[src/rtl/accel_mmap_regs.sv]
// Memory-mapped register slave for the accelerator core: address windows, start handshake, status flags.
// Optional: define ACCEL_MMAP_STICKY_FLAGS_EN to make the two "full" flags sticky until read.
module accel_mmap_regs #(
  parameter int ADDR_W = 8,
  parameter int DATA_W = 32
) (
  input  logic              clk,
  input  logic              rst_n,
  input  logic              bus_wr_en,
  input  logic              bus_rd_en,
  input  logic [ADDR_W-1:0] bus_addr,
  input  logic [DATA_W-1:0] bus_wdata,
  output logic [DATA_W-1:0] bus_rdata,
  output logic              bus_rvalid,
  output logic              bus_err,
  input  logic              input_buff_full,
  input  logic              input_buff_empty,
  input  logic              output_buff_full,
  input  logic              output_buff_empty,
  output logic              core_start,
  input  logic              core_done,
  output logic [DATA_W-1:0] preproc_start_addr,
  output logic [DATA_W-1:0] preproc_end_addr,
  output logic [DATA_W-1:0] postproc_start_addr,
  output logic [DATA_W-1:0] postproc_end_addr
);

  typedef enum logic [ADDR_W-1:0] {
    START_ACCEL         = ADDR_W'(4'd0),
    PREPROC_START_ADDR  = ADDR_W'(4'd1),
    PREPROC_END_ADDR    = ADDR_W'(4'd2),
    POSTPROC_START_ADDR = ADDR_W'(4'd3),
    POSTPROC_END_ADDR   = ADDR_W'(4'd4),
    RD_ONLY             = ADDR_W'(4'd5),
    INPUT_BUFF_FULL     = ADDR_W'(4'd6),
    INPUT_BUFF_EMPTY    = ADDR_W'(4'd7),
    OUTPUT_BUFF_FULL    = ADDR_W'(4'd8),
    OUTPUT_BUFF_EMPTY   = ADDR_W'(4'd9)
  } mmap_addr_e;

  typedef enum logic [1:0] {
    ST_IDLE  = 2'd0,
    ST_START = 2'd1,
    ST_BUSY  = 2'd2
  } state_e;

  state_e            r_state;
  logic              r_core_start;
  logic [DATA_W-1:0] r_pre_start, r_pre_end, r_post_start, r_post_end;
  logic [3:0]        r_flags;   // {out_empty, out_full, in_empty, in_full}
  logic [DATA_W-1:0] r_rdata;
  logic              r_rvalid, r_err;

  logic              w_both, w_rd, w_wr, w_idle, w_is_areg;
  logic              w_start_req, w_wr_reg, w_rd_err, w_wr_err, w_err;
  logic [DATA_W-1:0] w_rd_data;

  // Access decode: qualify strobes, select read data and classify errors.
  always_comb begin
    w_both      = bus_wr_en & bus_rd_en;
    w_rd        = bus_rd_en & ~bus_wr_en;
    w_wr        = bus_wr_en & ~bus_rd_en;
    w_idle      = (r_state == ST_IDLE);
    w_is_areg   = (bus_addr >= PREPROC_START_ADDR) && (bus_addr <= POSTPROC_END_ADDR);
    w_start_req = w_wr && (bus_addr == START_ACCEL) && bus_wdata[0] && w_idle;
    w_wr_reg    = w_wr && w_is_areg && w_idle;
    w_rd_data   = '0;
    w_rd_err    = 1'b0;
    if (w_rd) begin
      case (bus_addr)
        START_ACCEL:         w_rd_data = {{(DATA_W-1){1'b0}}, ~w_idle};
        PREPROC_START_ADDR:  w_rd_data = r_pre_start;
        PREPROC_END_ADDR:    w_rd_data = r_pre_end;
        POSTPROC_START_ADDR: w_rd_data = r_post_start;
        POSTPROC_END_ADDR:   w_rd_data = r_post_end;
        INPUT_BUFF_FULL:     w_rd_data = {{(DATA_W-1){1'b0}}, r_flags[0]};
        INPUT_BUFF_EMPTY:    w_rd_data = {{(DATA_W-1){1'b0}}, r_flags[1]};
        OUTPUT_BUFF_FULL:    w_rd_data = {{(DATA_W-1){1'b0}}, r_flags[2]};
        OUTPUT_BUFF_EMPTY:   w_rd_data = {{(DATA_W-1){1'b0}}, r_flags[3]};
        default:             w_rd_err  = 1'b1;
      endcase
    end else begin
      w_rd_data = '0;
      w_rd_err  = 1'b0;
    end
    if (w_wr) begin
      if (bus_addr == START_ACCEL) begin
        w_wr_err = bus_wdata[0] & ~w_idle;
      end else if (w_is_areg) begin
        w_wr_err = ~w_idle;
      end else begin
        w_wr_err = 1'b1;
      end
    end else begin
      w_wr_err = 1'b0;
    end
    w_err = w_both | w_rd_err | w_wr_err;
  end

  // Start handshake FSM; core_start is high exactly while in START.
  always_ff @(posedge clk or negedge rst_n) begin
    if (!rst_n) begin
      r_state      <= ST_IDLE;
      r_core_start <= 1'b0;
    end else begin
      case (r_state)
        ST_IDLE: begin
          if (w_start_req) begin
            r_state      <= ST_START;
            r_core_start <= 1'b1;
          end else begin
            r_state      <= ST_IDLE;
            r_core_start <= 1'b0;
          end
        end
        ST_START: begin
          r_state      <= ST_BUSY;
          r_core_start <= 1'b0;
        end
        ST_BUSY: begin
          r_state      <= core_done ? ST_IDLE : ST_BUSY;
          r_core_start <= 1'b0;
        end
        default: begin
          r_state      <= ST_IDLE;
          r_core_start <= 1'b0;
        end
      endcase
    end
  end

  // Address window registers, writable only while idle.
  always_ff @(posedge clk or negedge rst_n) begin
    if (!rst_n) begin
      r_pre_start  <= '0;
      r_pre_end    <= '0;
      r_post_start <= '0;
      r_post_end   <= '0;
    end else if (w_wr_reg) begin
      case (bus_addr)
        PREPROC_START_ADDR:  r_pre_start  <= bus_wdata;
        PREPROC_END_ADDR:    r_pre_end    <= bus_wdata;
        POSTPROC_START_ADDR: r_post_start <= bus_wdata;
        POSTPROC_END_ADDR:   r_post_end   <= bus_wdata;
        default:             r_pre_start  <= r_pre_start;
      endcase
    end
  end

  // Status flag sampling; sticky full flags clear on a read of their own register.
  always_ff @(posedge clk or negedge rst_n) begin
    if (!rst_n) begin
      r_flags <= 4'd0;
    end else begin
`ifdef ACCEL_MMAP_STICKY_FLAGS_EN
      r_flags[0] <= input_buff_full  | (r_flags[0] & ~(w_rd && (bus_addr == INPUT_BUFF_FULL)));
      r_flags[2] <= output_buff_full | (r_flags[2] & ~(w_rd && (bus_addr == OUTPUT_BUFF_FULL)));
`else
      r_flags[0] <= input_buff_full;
      r_flags[2] <= output_buff_full;
`endif
      r_flags[1] <= input_buff_empty;
      r_flags[3] <= output_buff_empty;
    end
  end

  // One-cycle read/error response.
  always_ff @(posedge clk or negedge rst_n) begin
    if (!rst_n) begin
      r_rvalid <= 1'b0;
      r_rdata  <= '0;
      r_err    <= 1'b0;
    end else begin
      r_rvalid <= w_rd | w_both;
      r_rdata  <= w_rd_data;
      r_err    <= w_err;
    end
  end

  assign bus_rdata           = r_rdata;
  assign bus_rvalid          = r_rvalid;
  assign bus_err             = r_err;
  assign core_start          = r_core_start;
  assign preproc_start_addr  = r_pre_start;
  assign preproc_end_addr    = r_pre_end;
  assign postproc_start_addr = r_post_start;
  assign postproc_end_addr   = r_post_end;

endmodule
[config.mk]
export PLATFORM = sky130hd
export DESIGN_NAME = accel_mmap_regs
export DESIGN_NICKNAME = d
export VERILOG_FILES = /design/src/rtl/accel_mmap_regs.sv
export SDC_FILE = /design/constraint.sdc
export NUM_CORES = 1
export LEC_CHECK = 0
export ABC_AREA = 1
export CORE_MARGIN = 2
export CORE_UTILIZATION = 43
export CTS_CLUSTER_DIAMETER = 200
export DETAILED_ROUTE_END_ITERATION = 8
export GPL_ROUTABILITY_DRIVEN = 0
export GPL_TIMING_DRIVEN = 0
export PLACE_DENSITY = 0.84
export SYNTH_ARGS = -nofsm -noshare
export SYNTH_HDL_FRONTEND = slang
export SYNTH_SLANG_ARGS = --single-unit
[constraint.sdc]
create_clock -name clk -period 3 [get_ports clk]
set_input_delay 0.6 -clock clk [delete_from_list [all_inputs] [get_ports clk]]
set_output_delay 0.6 -clock clk [all_outputs]
set_load 0.005 [all_outputs]
Yosys cells after proc, flatten, opt, wreduce, memory -nomap -nowiden
Index checks and enable logic that the tools add are counted.

storage, ports and cells
  bits of input ports = 49
  register bits = 169
  logic and storage cells = 57

operators by class
  bitwise operators = 10
  equal/unequal tests = 10
  reductions and logical operators = 13
  $lt $le $gt $ge = 2
  muxes and demuxes = 12

operators by type and width
  cell                                                                              number
  32-bit one-hot mux with 9 select lines                                            1
  32-bit 2-to-1 mux                                                                 1
  8-bit by 3-bit == test with 1-bit output, second input constant                   3
  8-bit by 2-bit == test with 1-bit output, second input constant                   2
  8-bit by 4-bit == test with 1-bit output, second input constant                   2
  9-bit OR reduction                                                                1
  8-bit by 1-bit == test with 1-bit output, second input constant                   1
  8-bit by 1-bit >= comparator with 1-bit output, second input constant             1
  8-bit by 3-bit less-or-equal comparator with 1-bit output, second input constant  1
  8-bit zero test                                                                   1
  1-bit 2-to-1 mux                                                                  8
  2-bit AND reduction                                                               4
  1-bit logical AND                                                                 6
  2-bit one-hot mux with 3 select lines                                             1
  1-bit bitwise AND                                                                 4
  1-bit inverter                                                                    3
  1-bit OR                                                                          3
  2-bit by 1-bit == test with 1-bit output, second input constant                   1
  2-bit == test, second input constant                                              1
  2-bit zero test                                                                   1
  2-bit 2-to-1 mux                                                                  1

Longest topological paths before layout
Gate-level depths: netlist of run 1.

  depth in word-level cells = 7
  depth in mapped cells = 10

Least setup slack after synthesis of run 1
No wires, ideal clock.

  kind = input -> register
  from = input bus_addr[5]
  to = register r_pre_end[0], in the netlist preproc_end_addr[0]
  data required time = 2883 ps
  setup slack = 1251 ps
  arrival time = 1631 ps
  stages on the path = 9
  path through = nor2_1 > nand2_2 > nor2_4 > nor2_2 > nor2_4 > nand3_4 > buf_6 > nand2_1 > nand2_1

between the ends
  word-level cells in the longest chain between the ends = 5
  elaborated cells between the ends (all ways) = 7

ends and longest elaborated chain
  item                                                                                                                                RTL line  source
  from (decl)                                                                                                                         11        input logic [ADDR_W-1:0] bus_addr,
  8-bit by 1-bit >= comparator with 1-bit output / 8-bit by 3-bit less-or-equal comparator with 1-bit output (equally long branches)  64        w_is_areg = (bus_addr >= PREPROC_START_ADDR) && (bus_addr <= POSTPROC_END_ADDR);
  1-bit logical AND                                                                                                                   64
  1-bit logical AND (2 in a row)                                                                                                      66        w_wr_reg = w_wr && w_is_areg && w_idle;
  2-bit AND reduction (no source line) (*)                                                                                            --
  to (signal assigned)                                                                                                                142       PREPROC_END_ADDR: r_pre_end <= bus_wdata;
  to (decl)                                                                                                                           49        logic [DATA_W-1:0] r_pre_start, r_pre_end, r_post_start, r_post_end;

Mark *: on every way between the ends. The rest lies on a longest branch, timed or not.
A chain may end at the register's enable or synchronous reset.

Worst setup path after layout of run 1
  from = input bus_addr[3]
  to = register r_pre_start[22], in the netlist preproc_start_addr[22]

between the ends
  word-level cells in the longest chain between the ends = 5
  elaborated cells between the ends (all ways) = 7

ends and longest elaborated chain
  item                                                                                                                                RTL line  source
  8-bit by 1-bit >= comparator with 1-bit output / 8-bit by 3-bit less-or-equal comparator with 1-bit output (equally long branches)  64
  1-bit logical AND                                                                                                                   64
  1-bit logical AND (2 in a row)                                                                                                      66
  2-bit AND reduction (no source line) (*)                                                                                            --
  to (signal assigned)                                                                                                                141       PREPROC_START_ADDR: r_pre_start <= bus_wdata;
  to (signal assigned)                                                                                                                145       default: r_pre_start <= r_pre_start;
  to (decl)                                                                                                                           49

Marks and branches as above.

==> results of run 1 <==
cells by family (layout without fill, tap and decap cells):
kind of cell | count (synthesis) | after routing | synth area share, %
AOI/OAI and AO/OA | 132 | 132 | 9.08
buffers and inverters | 119 | 363 | 7.39
DFF | 168 | 168 | 57.6
and+or+nand+nor | 444 | 444 | 26.0
worst max-delay path, cell delays in order:
cell	delay, ps
clkdlybuf4s50_1	470
inv_1	100
nand2_1	140
nor3_4	420
nand3_2	310
clkbuf_1	390
nand2_1	140
o21ai_1	70
layout make-up:
type | count | area [um^2]
multi-input cells | 576 | 2560
clock buffers | 18 | 439
well taps | 220 | 275
inverters | 73 | 275
fillers | 1393 | 6270
flip-flops and latches | 168 | 4200
clock inverters | 14 | 148
repair buffers | 212 | 2140
plain buffers | 46 | 264
power breakdown:
part           switching (mW)  total, mW  internal, mW
clock                   0.938       2.19          1.25
combinational           0.164      0.309         0.145
sequential             0.0307       2.33          2.30
total                    1.13       4.83          3.70
synthesized netlist by cell type (all sizes together):
cell type | n | area (um^2)
and3 | 1 | 6.26
a21oi | 1 | 5.00
nand2 | 303 | 1150
nand3 | 16 | 97.6
inv | 72 | 270
o21ai | 130 | 651
nor2 | 87 | 374
nor3 | 2 | 21.3
nand4 | 35 | 249
clkbuf | 10 | 37.5
buf | 36 | 226
o21a | 1 | 7.51
clkinv | 1 | 5.00
dfrtp | 168 | 4200
stage by stage:
stage	hold slack [ps]	setup TNS (ps)
floorplan	304	0
global placement	483	-911780
detailed placement	494	0
CTS	186	0
global route	207	0
finish	155	0
metal layers:
layer	vias to the layer above	part of all wire, %
met2	299	49
met3	39	7.5
met4	0	2.0
met5	-	0
li1	3201	-
met1	3322	42
registers in the layout, indices dropped and copies added (netlist names):
signal               flops
bus_rdata               32
postproc_end_addr       32
postproc_start_addr     32
preproc_end_addr        32
preproc_start_addr      32
r_flags                  4
r_state                  2
bus_err                  1
bus_rvalid               1
how the worst min path moves through the flow:
stage          depth (start not counted)  slack [ps]                    to
2_1_floorplan                          0         300               bus_err
3_3_place_gp                           2         480  preproc_end_addr[26]
3_5_place_dp                           2         490  preproc_end_addr[14]
4_1_cts                                1         190          bus_rdata[0]
5_1_grt                                1         210          bus_rdata[0]
6_report                               1         150          bus_rdata[0]
==> results.sh, run 1 <==
export IMPL_run_status="complete, no violations"
export IMPL_grtUsageMet1_pct=35.0
export IMPL_core_area_mm2=0.0166
export IMPL_end_kind="flop"
export IMPL_antenna_found_initial=0
export IMPL_yosysWarnings=0
export IMPL_fmax_mhz=422
export IMPL_fin_crit_ps=2370
export IMPL_path_max_fanout=10
export IMPL_h_tree_depth=4
export IMPL_post_cts_buffers=0
export IMPL_fp_dieW_um=134
export IMPL_crit_start="bus_addr[3]"
export IMPL_grt_overflow=0
export IMPL_final_cell_mix="nand2_1, clkdlybuf4s50_1, dfrtp_1"
export IMPL_netlist_area_mm2=0.00730
export IMPL_grt_max_degree=86
export IMPL_utilization_pct=62.2
export IMPL_cp_endpoint="preproc_start_addr[22]"
export IMPL_ant_nets=0
export IMPL_worstSetupPathType="in -> reg"
export IMPL_dpl_hpwl_um=16500
export IMPL_post_route_period_util_pct=79.0
export IMPL_cellPowerDensity_mw_per_mm2=469
export IMPL_grt_busiest_layer="met2"
export IMPL_clock_latency_ps=430
export IMPL_start_kind="input port"
export IMPL_setup_violations=0
export IMPL_post_dp_cell_area_mm2=0.00972
export IMPL_post_place_ws_ps=246
export IMPL_routed_via_count=6861
export IMPL_synth_cell_types=27
export IMPL_postCtsHoldBufs=0
export IMPL_mostFrequentLayoutCell="nand2_1"
export IMPL_hold_viol_final=0
export IMPL_drive_gt1_share_pct=7.86
export IMPL_drtIter0Drc=500
export IMPL_crit_reg2reg_capture="preproc_end_addr[28]"
export IMPL_ctsLongestPathBuffers=2
export IMPL_drv_slew=0
export IMPL_drcViolationCount=0
export IMPL_routed_wire_length_per_instance_um=17.9
export IMPL_routed_wl_um=23800
export IMPL_yosysSeqAreaShare_pct=57.6
export IMPL_use_met3_pct=6.54
export IMPL_r2r_slack_ps=1250
export IMPL_grt_pass1_wl_um=36500
export IMPL_cts_root_buf="clkbuf_16"
export IMPL_cts_tree="done"
export IMPL_drt_pass1_iterations=5
export IMPL_hold_path_class="in -> async"
export IMPL_grt_use_met2_pct=43.8
export IMPL_start_util_pct=44.0
export IMPL_fin_nets=1143
export IMPL_clk_pin_slew_worst_paths_ps=70
export IMPL_grt_pass1_vias=6578
export IMPL_routed_via_density=5.17
export IMPL_grt_use_total_pct=26.6
export IMPL_syn2layout_area_growth_pct=41.2
export IMPL_cts_buffers=17
export IMPL_max_slew_margin_rel_pct=53.1
export IMPL_die_h_um=134
export IMPL_placed_cells=1295
export IMPL_cts_resized=0
export IMPL_worst_slack_ps=631
export IMPL_synth_net_count=912
export IMPL_critPathArrivalTime_ps=2660
export IMPL_finalNonFillerCells=1327
export IMPL_num_rows=47
export IMPL_antenna_cells=0
export IMPL_syn_instance_count=863
export IMPL_dieArea_mm2=0.0180
export IMPL_io_pins=212
export IMPL_io_buffer_count=211
export IMPL_clock_sinks=168
export IMPL_r2r_cells=7
export IMPL_skew_ps=7.69
export IMPL_final_area_mm2=0.0103
export IMPL_rr_startpoint="r_state[0]"
export IMPL_maxCapViolations=0
export IMPL_fin_total_pwr_mw=4.83
export IMPL_avgSynthCellArea_um2=8.46
export IMPL_ys_ff_latch=168
export IMPL_worstMarginPinSlew_ps=704
export IMPL_leakagePower_nw=4.74
export IMPL_vdd_ir_drop_max_mv=0.399
export IMPL_required_ps=3290
export IMPL_rsz0062_at_grt="false"
(Power assumes the default switching activity.)
==> run 2, diff against run 1 <==
==> constraint.sdc (replaced) <==
create_clock -name clk -period 2.2 [get_ports clk]
set_input_delay 0.44 -clock clk [delete_from_list [all_inputs] [get_ports clk]]
set_output_delay 0.44 -clock clk [all_outputs]
set_load 0.005 [all_outputs]
==> results.sh, run 2 (synthesis results as in run 1) <==
export IMPL_required_ps=2510
export IMPL_routed_wl_um=23700
export IMPL_maxCapViolations=0
export IMPL_fp_dieW_um=134
export IMPL_p_sw_share_pct=23.4
export IMPL_timing_hold_ws_ps=-14.1
export IMPL_critPathArrivalTime_ps=2330
export IMPL_combPwrFrac_pct=6.4
export IMPL_grt_overflow=0
export IMPL_violations="hold timing"
export IMPL_worst_slack_ps=179
export IMPL_drt_pass1_iterations=7
export IMPL_fin_total_pwr_mw=6.59
export IMPL_hold_path_class="in -> async"
export IMPL_drcViolationCount=0
export IMPL_fin_crit_ps=2020
export IMPL_worstSetupPathType="in -> reg"
export IMPL_final_cell_mix="nand2_1, clkdlybuf4s50_1, dfrtp_1"
export IMPL_grt_use_total_pct=26.6
export IMPL_grt_pass1_vias=6578
export IMPL_clock_sinks=168
export IMPL_hold_viol_final=10
export IMPL_end_kind="flop"
export IMPL_clk_pin_slew_worst_paths_ps=60
export IMPL_post_route_period_util_pct=91.9
export IMPL_io_pins=212
export IMPL_rsz0062_at_grt="false"
export IMPL_grt_max_degree=86
export IMPL_routed_wire_length_per_instance_um=17.9
export IMPL_cellPowerDensity_mw_per_mm2=638
export IMPL_start_util_pct=44.0
export IMPL_clock_latency_ps=430
export IMPL_num_rows=47
export IMPL_post_place_ws_ps=-394
export IMPL_mostFrequentLayoutCell="nand2_1"
export IMPL_max_slew_margin_rel_pct=53.6
export IMPL_path_max_fanout=10
export IMPL_cts_buffers=17
export IMPL_dieArea_mm2=0.0180
export IMPL_fin_nets=1143
export IMPL_grt_pass1_wl_um=36500
export IMPL_die_h_um=134
export IMPL_postCtsHoldBufs=0
export IMPL_cts_resized=0
export IMPL_syn2layout_area_growth_pct=41.4
export IMPL_antenna_found_initial=0
export IMPL_fmax_mhz=495
export IMPL_power_frac_seq_pct=48.3
export IMPL_drive_gt1_share_pct=8.40
export IMPL_cts_tree="done"
export IMPL_p_clk_share_pct=45.3
export IMPL_start_kind="input port"
export IMPL_routed_via_count=6827
export IMPL_worstMarginPinSlew_ps=696
export IMPL_leakagePower_nw=4.76
export IMPL_h_tree_depth=4
export IMPL_io_buffer_count=211
export IMPL_dpl_hpwl_um=16500
export IMPL_ant_nets=0
export IMPL_run_status="finished with violations"
export IMPL_skew_ps=7.67
export IMPL_core_area_mm2=0.0166
export IMPL_vdd_ir_drop_max_mv=0.546
export IMPL_ctsLongestPathBuffers=2
export IMPL_power_internal_mw=5.05
export IMPL_p_switching_mw=1.54
export IMPL_drv_slew=0
export IMPL_utilization_pct=62.3
export IMPL_setup_violations=0
export IMPL_cts_root_buf="clkbuf_16"
export IMPL_routed_via_density=5.14
export IMPL_post_cts_buffers=0
export IMPL_drtIter0Drc=502
export IMPL_antenna_cells=0
## run 2: final timing paths
kind                                            from                    to  slack, ps  cells past startpoint
worst max-delay path                     bus_addr[5]         bus_rdata[21]        180                      9
worst min-delay path                           rst_n          bus_rdata[0]        -10                      1
worst max register to register            r_state[0]  preproc_end_addr[28]        420                      7
worst min register to register  preproc_end_addr[20]  preproc_end_addr[20]        510                      2
max in group asynchronous                      rst_n  preproc_end_addr[13]       1390                      2
min in group clk                   output_buff_empty            r_flags[3]        450                      1
## run 2: per-stage QoR
stage | instances | TNS [ps] | area, um^2 | hold slack [ps]
2_1_floorplan | 863 | 0 | 7300 | 144
3_3_place_gp | 1294 | -1042000 | 9690 | 483
3_5_place_dp | 1295 | -28210 | 9720 | 477
4_1_cts | 1327 | 0 | 10300 | 25.6
5_1_grt | 1327 | 0 | 10300 | 46.5
6_report | 1327 | 0 | 10300 | -14.1
## run 2: per-layer routing
layer | share of wire (%) | GRT usage [%] | up-vias
met2 | 49 | 43.8 | 294
met3 | 8.0 | 6.54 | 27
met1 | 42 | 35.0 | 3312
met5 | 0 | 0 | -
met4 | 1.5 | 7.95 | 0
li1 | - | - | 3194
## run 2: power groups by stage
| stage | Sequential, mW | Combinational (mW) | Clock (mW) |
|---|---|---|---|
| 6_report | 3.18 | 0.423 | 2.99 |
| 3_3_place_gp | 3.24 | 0.409 | 0 |
| 4_1_cts | 3.18 | 0.427 | 3.02 |
| 5_1_grt | 3.18 | 0.466 | 3.14 |
| 2_1_floorplan | 3.23 | 0.117 | 0 |
| 3_5_place_dp | 3.24 | 0.424 | 0 |
## run 2: cell type report
class                           count  area, um^2
Buffer                             46         272
Clock buffer                       18         439
Clock inverter                     14         148
Fill cell                        1391        6260
Inverter                           73         275
Multi-Input combinational cell    576        2570
Sequential cell                   168        4200
Tap cell                          220         275
Timing Repair Buffer              212        2140
## run 2: critical path, cell delays in order
cell             delay (ps)
clkdlybuf4s50_1         450
nor2_1                   50
nand2_2                 190
clkinv_2                180
nand3_1                 200
clkbuf_1                450
o21ai_0                 170
nor2_1                  130
nor2_1                   50
==> run 3, diff against run 2 <==
--- a/config.mk
+++ b/config.mk
@@ -10,9 +10,10 @@
 export CORE_UTILIZATION = 43
 export CTS_CLUSTER_DIAMETER = 200
 export DETAILED_ROUTE_END_ITERATION = 8
+export DONT_BUFFER_PORTS = 1
 export GPL_ROUTABILITY_DRIVEN = 0
 export GPL_TIMING_DRIVEN = 0
-export PLACE_DENSITY = 0.84
+export PLACE_DENSITY = 0.68
 export SYNTH_ARGS = -nofsm -noshare
 export SYNTH_HDL_FRONTEND = slang
 export SYNTH_SLANG_ARGS = --single-unit
==> results.sh, run 3 (synthesis results as in run 1) <==
export IMPL_run_status="finished with violations"
export IMPL_violations="hold timing"
export IMPL_routed_via_density=5.25
export IMPL_routed_via_count=5850
export IMPL_clk_pin_slew_worst_paths_ps=60
export IMPL_fin_nets=931
export IMPL_drv_slew=0
export IMPL_hold_viol_final=168
export IMPL_die_h_um=134
export IMPL_worstSetupPathType="reg -> reg"
export IMPL_maxCapViolations=0
export IMPL_dieArea_mm2=0.0180
export IMPL_clock_latency_ps=420
export IMPL_p_switching_mw=1.44
export IMPL_cellPowerDensity_mw_per_mm2=767
export IMPL_antenna_cells=0
export IMPL_fin_crit_ps=1730
export IMPL_io_buffer_count=0
export IMPL_rsz0062_at_grt="false"
export IMPL_io_pins=212
export IMPL_setup_violations=0
export IMPL_worstMarginPinSlew_ps=763
export IMPL_finalNonFillerCells=1115
export IMPL_fmax_mhz=578
export IMPL_required_ps=2510
export IMPL_core_area_mm2=0.0166
export IMPL_grt_overflow=0
export IMPL_clock_sinks=168
export IMPL_cts_resized=0
export IMPL_skew_ps=7.36
export IMPL_cts_buffers=17
export IMPL_syn2layout_area_growth_pct=11.6
export IMPL_leakagePower_nw=3.97
export IMPL_post_route_period_util_pct=78.6
export IMPL_power_frac_seq_pct=51.1
export IMPL_routed_wl_um=22200
export IMPL_ctsLongestPathBuffers=2
export IMPL_antenna_found_initial=0
export IMPL_h_tree_depth=4
export IMPL_grt_use_total_pct=25.0
export IMPL_grt_pass1_vias=5578
export IMPL_cts_root_buf="clkbuf_16"
export IMPL_path_max_fanout=10
export IMPL_timing_hold_ws_ps=-277
export IMPL_start_util_pct=44.0
export IMPL_max_slew_margin_rel_pct=49.1
export IMPL_drt_pass1_iterations=5
export IMPL_final_cell_mix="nand2_1, dfrtp_1, nor2_1"
export IMPL_ant_nets=0
export IMPL_power_internal_mw=4.81
export IMPL_hold_path_class="in -> async"
export IMPL_setup_tns_ps=0
export IMPL_start_kind="flop"
export IMPL_p_clk_share_pct=46.4
export IMPL_num_rows=47
export IMPL_grt_pass1_wl_um=33800
export IMPL_placed_cells=1083
export IMPL_dpl_hpwl_um=15200
export IMPL_routed_wire_length_per_instance_um=19.9
export IMPL_fp_dieW_um=134
export IMPL_drcViolationCount=0
export IMPL_nFillCells=1600
export IMPL_combPwrFrac_pct=2.5
export IMPL_critPathArrivalTime_ps=2040
export IMPL_utilization_pct=49.1
export IMPL_mostFrequentLayoutCell="nand2_1"
export IMPL_end_kind="flop"
export IMPL_p_sw_share_pct=23.0
export IMPL_grt_max_degree=169
export IMPL_drtIter0Drc=449
export IMPL_drive_gt1_share_pct=9.50
export IMPL_vdd_ir_drop_max_mv=0.507
export IMPL_cts_tree="done"
-- run 3: cell type report --
cell class              instances  area, um^2  area share (%)
flip-flops and latches        168        4200            51.6
multi-input cells             576        2560            31.4
clock buffers                  19         453            5.56
inverters                      73         275            3.38
well taps                     220         275            3.38
plain buffers                  46         264            3.24
clock inverters                13         119            1.46
-- run 3: timing repair --
| item | CTS | global route |
|---|---|---|
| setup buffers | 0 | 0 |
| setup endpoints to repair | 0 | 0 |
| hold endpoints to repair | 168 | 168 |
-- run 3: worst max-delay path, stage by stage, from the launching register on --
cell and delay (ps):
dfrtp_1 440, nor2_4 260, o21ai_1 170, nor2_4 290
nand3_4 160, buf_6 180, nand2_1 70, nand2_1 50
-- run 3: through the flow --
step / setup WS [ps] / instance area [um^2] / hold WS [ps] / power (mW)
floorplan: 611 / 7300 / 144 / 3.35
global placement: 125 / 7580 / 150 / 3.40
detailed placement: 137 / 7580 / 150 / 3.41
CTS: 459 / 8150 / -298 / 6.29
global route: 352 / 8150 / -308 / 6.46
finish: 471 / 8150 / -277 / 6.25
-- run 3: power groups by stage --
| stage | clock network, mW | registers [mW] | logic (mW) |
|---|---|---|---|
| final | 2.90 | 3.20 | 0.155 |
| after global routing | 3.08 | 3.20 | 0.178 |
| after CTS | 2.93 | 3.20 | 0.155 |
| after detailed placement | 0 | 3.25 | 0.155 |
| after global placement | 0 | 3.25 | 0.152 |
| after floorplan | 0 | 3.23 | 0.117 |
-- run 3: metal layers --
metal | track usage, % | wire, um
met4 | 7.13 | 402
met1 | 32.5 | 9100
met2 | 38.7 | 10200
met3 | 9.90 | 2420
met5 | 0 | 0
-- run 3: final timing paths --
check | cells after the start | slack [ps] | from | endpoint
setup / recovery | 7 | 470 | r_state[0] | preproc_end_addr[29]
setup reg to reg | 7 | 470 | r_state[0] | preproc_end_addr[29]
max in group asynchronous | 0 | 2260 | rst_n | postproc_start_addr[17]
hold reg to reg | 2 | 530 | preproc_end_addr[16] | preproc_end_addr[16]
min in group clk | 0 | 50 | output_buff_full | r_flags[2]
hold / removal | 0 | -280 | rst_n | bus_rdata[0]
